<file path="config.mk">
export PLATFORM = sky130hd
export DESIGN_NAME = branch_target_buffer
export DESIGN_NICKNAME = d
export VERILOG_FILES = /design/src/rtl/branch_target_buffer.sv
export SDC_FILE = /design/constraint.sdc
export NUM_CORES = 2
export LEC_CHECK = 0
export CAP_MARGIN = 15
export CORE_MARGIN = 3
export CORE_UTILIZATION = 51
export CTS_BUF_LIST = sky130_fd_sc_hd__clkbuf_4
export DETAILED_ROUTE_END_ITERATION = 10
export GPL_TIMING_DRIVEN = 0
export HOLD_SLACK_MARGIN = 0.15
export PLACE_DENSITY = 0.65
export SYNTH_ARGS = -nofsm -noshare
export SYNTH_HDL_FRONTEND = slang
export SYNTH_SLANG_ARGS = --single-unit
</file>
<file path="constraint.sdc">
create_clock -name clk -period 17.1 [get_ports clk]
set_clock_uncertainty 0.1 [all_clocks]
set_input_delay 3.42 -clock clk [delete_from_list [all_inputs] [get_ports clk]]
set_output_delay 3.42 -clock clk [all_outputs]
set_load 0.02 [all_outputs]
</file>
<file path="src/rtl/branch_target_buffer.sv">
// Direct-mapped branch target buffer with a 2-bit saturating direction counter per entry.
// Lookup is combinational against the registered table; updates land on the next rising edge.
module branch_target_buffer #(
    parameter int ENTRIES = 16,
    parameter int IDX_W   = 4
) (
    input  logic        clk,
    input  logic        rst,
    input  logic [31:0] fetch_pc,
    output logic        predictedTaken,
    output logic [31:0] predicted_target,
    input  logic        update_btb,
    input  logic [31:0] update_pc,
    input  logic        jump_en,
    input  logic [31:0] calc_jump_addr,
    input  logic        pipeline_flush
);

    localparam int TAG_W = 32 - 2 - IDX_W;

    typedef enum logic [1:0] {
        CTR_SNT = 2'b00,
        CTR_WNT = 2'b01,
        CTR_WT  = 2'b10,
        CTR_ST  = 2'b11
    } ctr_e;

    logic             r_valid  [ENTRIES];
    logic [TAG_W-1:0] r_tag    [ENTRIES];
    logic [31:0]      r_target [ENTRIES];
    ctr_e             r_ctr    [ENTRIES];

    logic [IDX_W-1:0] w_fetch_idx;
    logic [TAG_W-1:0] w_fetch_tag;
    logic [IDX_W-1:0] w_upd_idx;
    logic [TAG_W-1:0] w_upd_tag;
    logic             w_fetch_hit;
    logic             w_upd_hit;
    logic             w_unused;

    assign w_fetch_idx = fetch_pc[IDX_W+1:2];
    assign w_fetch_tag = fetch_pc[31:IDX_W+2];
    assign w_upd_idx   = update_pc[IDX_W+1:2];
    assign w_upd_tag   = update_pc[31:IDX_W+2];

    // pipeline_flush and the byte-offset bits have no effect on the table.
    assign w_unused = ^{pipeline_flush, fetch_pc[1:0], update_pc[1:0]};

    function automatic ctr_e ctr_next(input ctr_e cur, input logic taken);
        ctr_e nxt;
        case (cur)
            CTR_SNT: nxt = taken ? CTR_WNT : CTR_SNT;
            CTR_WNT: nxt = taken ? CTR_WT  : CTR_SNT;
            CTR_WT:  nxt = taken ? CTR_ST  : CTR_WNT;
            CTR_ST:  nxt = taken ? CTR_ST  : CTR_WT;
            default: nxt = CTR_WNT;
        endcase
        return nxt;
    endfunction

    // Lookup and hit detection for both the fetch and the update ports.
    always_comb begin
        w_fetch_hit      = 1'b0;
        w_upd_hit        = 1'b0;
        predictedTaken   = 1'b0;
        predicted_target = fetch_pc + 32'd4;
        w_fetch_hit = r_valid[w_fetch_idx] && (r_tag[w_fetch_idx] == w_fetch_tag);
        w_upd_hit   = r_valid[w_upd_idx] && (r_tag[w_upd_idx] == w_upd_tag);
        if (w_fetch_hit && r_ctr[w_fetch_idx][1]) begin
            predictedTaken   = 1'b1;
            predicted_target = r_target[w_fetch_idx];
        end else begin
            predictedTaken   = 1'b0;
            predicted_target = fetch_pc + 32'd4;
        end
    end

    // Table state: reset wins; otherwise at most the single entry at update_pc changes.
    always_ff @(posedge clk) begin
        if (rst) begin
            for (int i = 0; i < ENTRIES; i++) begin
                r_valid[i]  <= 1'b0;
                r_tag[i]    <= '0;
                r_target[i] <= 32'd0;
                r_ctr[i]    <= CTR_WNT;
            end
        end else if (update_btb) begin
            if (w_upd_hit) begin
                r_ctr[w_upd_idx] <= ctr_next(r_ctr[w_upd_idx], jump_en);
                if (jump_en) begin
                    r_target[w_upd_idx] <= calc_jump_addr;
                end
            end else if (jump_en) begin
                r_valid[w_upd_idx]  <= 1'b1;
                r_tag[w_upd_idx]    <= w_upd_tag;
                r_target[w_upd_idx] <= calc_jump_addr;
                r_ctr[w_upd_idx]    <= CTR_WT;
            end
        end
    end

endmodule

</file>
==> summary.txt <==
Routing
  • Residual DRC count: 0
  • First drt pass iteration count: 6
  • Vias: 36,900
  • Vias/cell: 6.90
  • Antenna viol nets, final: 0
  • DRT iter0 DRCs: around 6,400
  • Avg WL per Cell: approximately 38 um
  • Routed WL: a little over 200 mm

Floorplan
  • Die W: around 320 um
  • Initial Utilization: 51.7%
  • Std-Cell Rows: 114
  • Die height: 320 um
  • IO Pins: 134
  • Core area: 97,300 um2
  • Die ar.: 102,000 um2

Synth
  • Post-synthesis instance total: about 3,400
  • Count leader, synth: edfxtp_1
  • Synth Net Count: ~3,600
  • Largest area contributor in the netlist: edfxtp_1
  • Post-synth top cells: edfxtp_1, and2_1, mux4_2
  • Seq/Total Area, Yosys: 58.0%
  • Cell variety after synth: 70
  • Largest cells by area after synthesis: edfxtp_1, mux4_2, and2_1
  • Yosys reg bits: 976
  • Avg Cell Area, Syn: 14.6 um2
  • Synthesized area: 50,300 um2
  • Share of the synthesized area in the top cell type: a little under three fifths
  • Predominant post-synthesis flop cell: edfxtp_1
  • Yosys warning total: 0
  • Ys async rst share: 0%
  • Number of synthesized flops with an enable pin: 960

Final layout
  • Nets: 4,002
  • FILL cells: 7,829
  • Layout area overhead: 14.3%
  • Share of layout cells above drive strength 1: 24.5%
  • Non-Filler Instances: 5,342

Global routing
  • First-pass GRT wire length: 278 mm
  • Vias in the first global route: 36,500
  • Largest net degree at the start of global routing: 29
  • Total GRT Usage: 39.3%
  • Total grt overflow: 0
  • Initial antenna violation count: 14

CTS
  • Clock Path Buffers: 4
  • Clk Latency, worst-skew pair: 1.24 ns
  • Clock transition at path regs: around 0.060 ns
  • CTS sink count: 976
  • Hold Buf Count CTS: 0
  • Total CTS buffers: 285
  • CTS tree: done
  • CTS root buffer: clkbuf_4
  • Setup bufs post-CTS: 0
  • H-tree levels: 5
  • Post-CTS resize count: 0

Power and ir drop
  • Switching pwr: 1.54 mW
  • Combinational power share: around an eighth
  • Clock power frac: 37.4%
  • Pwr dens: ~100 nW/um2
  • Internal: 4.11 mW
  • Reg power frac: around half
  • Peak VDD IR: 0.0000716 V
  • Leakage: 20.9 nW
  • Sw Ratio: 27.3%

Placement
  • Hpwl dp: approximately 140 mm
  • GPL Wtd Cong: 1.06
  • Port Buffers: 111
  • Dpl cells: 4,884

Worst setup path
  • WS Path Type: input port to output pin
  • CP endpoint kind: output pin
  • Critical Path RT: 13.58 ns
  • Critical path launch point type: input port
  • Crit path max fanout: 10
  • Reg2Reg Depth: 10
  • CP arrival: 10.92 ns

STA
  • Final Setup Violations: 0
  • Final setup TNS: 0 ns
  • Fmax: approximately 70 MHz
  • Slew HR: about 4.2%
  • Worst-Margin Slew: 1.44 ns
  • Max-slew violation count: 0
  • Final critical-path required period: 14.44 ns
  • Hold Vio Cnt, Final: 0
  • RSZ-0062 raised after global routing: false
  • Fin crit share: 84.5%

Min path
  • HP Class: flop to flop
  • Hold Path Cell Cnt: 1

Run
  • Max cap viols: 0

Outcome
  • Status: finished, final reports clean
==> stage by stage <==
step	area, um2	hold slack [ns]	worst slack [ns]	power (mW)	util [%]
floorplan	50300	0.343	6.75	3.22	-
global placement	53000	0.364	2.97	3.54	54.5
detailed placement	54100	0.373	3.20	3.56	55.7
CTS	57400	0.387	3.18	5.61	59.0
global route	57500	0.403	2.80	5.79	59.1
finish	57500	0.391	2.66	5.66	59.1
==> placed cells by master (no fill, tap or decap), types with 13 or more instances in the layout <==
cell / netlist / final
clkbuf_4: 0 / 391
nor3_1: 87 / 79
buf_2: 51 / 52
xor2_1: 29 / 29
dfxtp_1: 16 / 16
buf_6: 7 / 17
inv_1: 16 / 16
nand4_1: 13 / 13
and2_1: 536 / 536
and3_1: 272 / 272
o211a_1: 14 / 14
nor2_1: 71 / 70
nor4_1: 97 / 97
nand2_1: 93 / 87
a21o_1: 18 / 18
nand2b_1: 15 / 15
nand3_1: 27 / 27
mux2i_1: 121 / 121
a22oi_1: 27 / 27
o21ai_4: 0 / 16
xnor2_1: 53 / 53
clkbuf_1: 249 / 249
edfxtp_1: 960 / 960
clkdlybuf4s50_1: 0 / 111
o21ai_0: 51 / 35
buf_1: 37 / 36
a21oi_1: 26 / 26
buf_4: 14 / 17
clkinv_1: 6 / 44
nor2b_1: 17 / 17
mux2_2: 39 / 39
or2_2: 18 / 18
buf_12: 0 / 18
mux4_2: 367 / 367
==> registers in the layout, indices dropped and copies added, names as in the netlist <==
signal	count
r_ctr	32
r_tag	416
r_valid	16
r_target	512
==> power by group through the flow <==
stage,Sequential [mW],Clock [mW],Combinational (mW)
6_report,2.80,2.11,0.740
5_1_grt,2.81,2.24,0.747
4_1_cts,2.80,2.10,0.712
3_5_place_dp,2.85,0,0.710
3_3_place_gp,2.86,0,0.681
2_1_floorplan,2.83,0,0.393
==> final cells by class <==
cell class	instances	area (um2)	share of cell area, %
inverters	24	90.1	0.157
clock inverters	52	282	0.490
diodes	10	25.0	0.0435
flip-flops and latches	976	29100	50.7
repair buffers	165	2100	3.65
plain buffers	359	1520	2.64
well taps	1276	1600	2.78
multi-input cells	2089	19800	34.4
clock buffers	391	2940	5.11
==> cells by family (layout without fill, tap and decap cells) <==
kind of cell,after synthesis,count (layout),synth area share (%)
adders and majority gates,2,2,0.0448
buffers and inverters,383,991,3.20
muxes,527,527,19.7
other,0,10,0
DFF,976,976,58.0
and+or+nand+nor,1266,1266,14.7
AOI/OAI and AO/OA,212,212,2.92
xor gates and xnor gates,82,82,1.43
==> worst paths after layout <==
kind,start,end,slack (ns)
worst max-delay path,fetch_pc[4],predicted_target[2],2.66
worst min-delay path,r_valid[15]$_DFF_P_,r_valid[15]$_DFF_P_,0.39
worst max register to register,r_tag[7][25]$_SDFFCE_PN0P_,r_tag[7][18]$_SDFFCE_PN0P_,11.57
worst min register to register,r_valid[15]$_DFF_P_,r_valid[15]$_DFF_P_,0.39
==> critical path, cell delays in order <==
cell and delay (ns):
clkdlybuf4s50_1 0.92, buf_1 1.02, clkbuf_1 1.05, clkbuf_1 0.94, a21oi_1 0.36, o21ai_0 0.39
nand4_1 0.13, nor2_1 0.15, nand4_1 0.80, buf_2 0.54, mux2i_1 0.44, clkdlybuf4s50_1 0.71
==> routing by layer <==
layer	vias up	global-route usage, %	routed length (um)	part of all wire, %
li1	14400	-	-	-
met1	18500	49.8	70100	35
met2	3213	59.6	91200	45
met3	703	13.2	27200	13
met4	6	22.8	13200	6.5
met5	-	0	34	0.017
No activity file was read; power rests on OpenSTA's default activity.
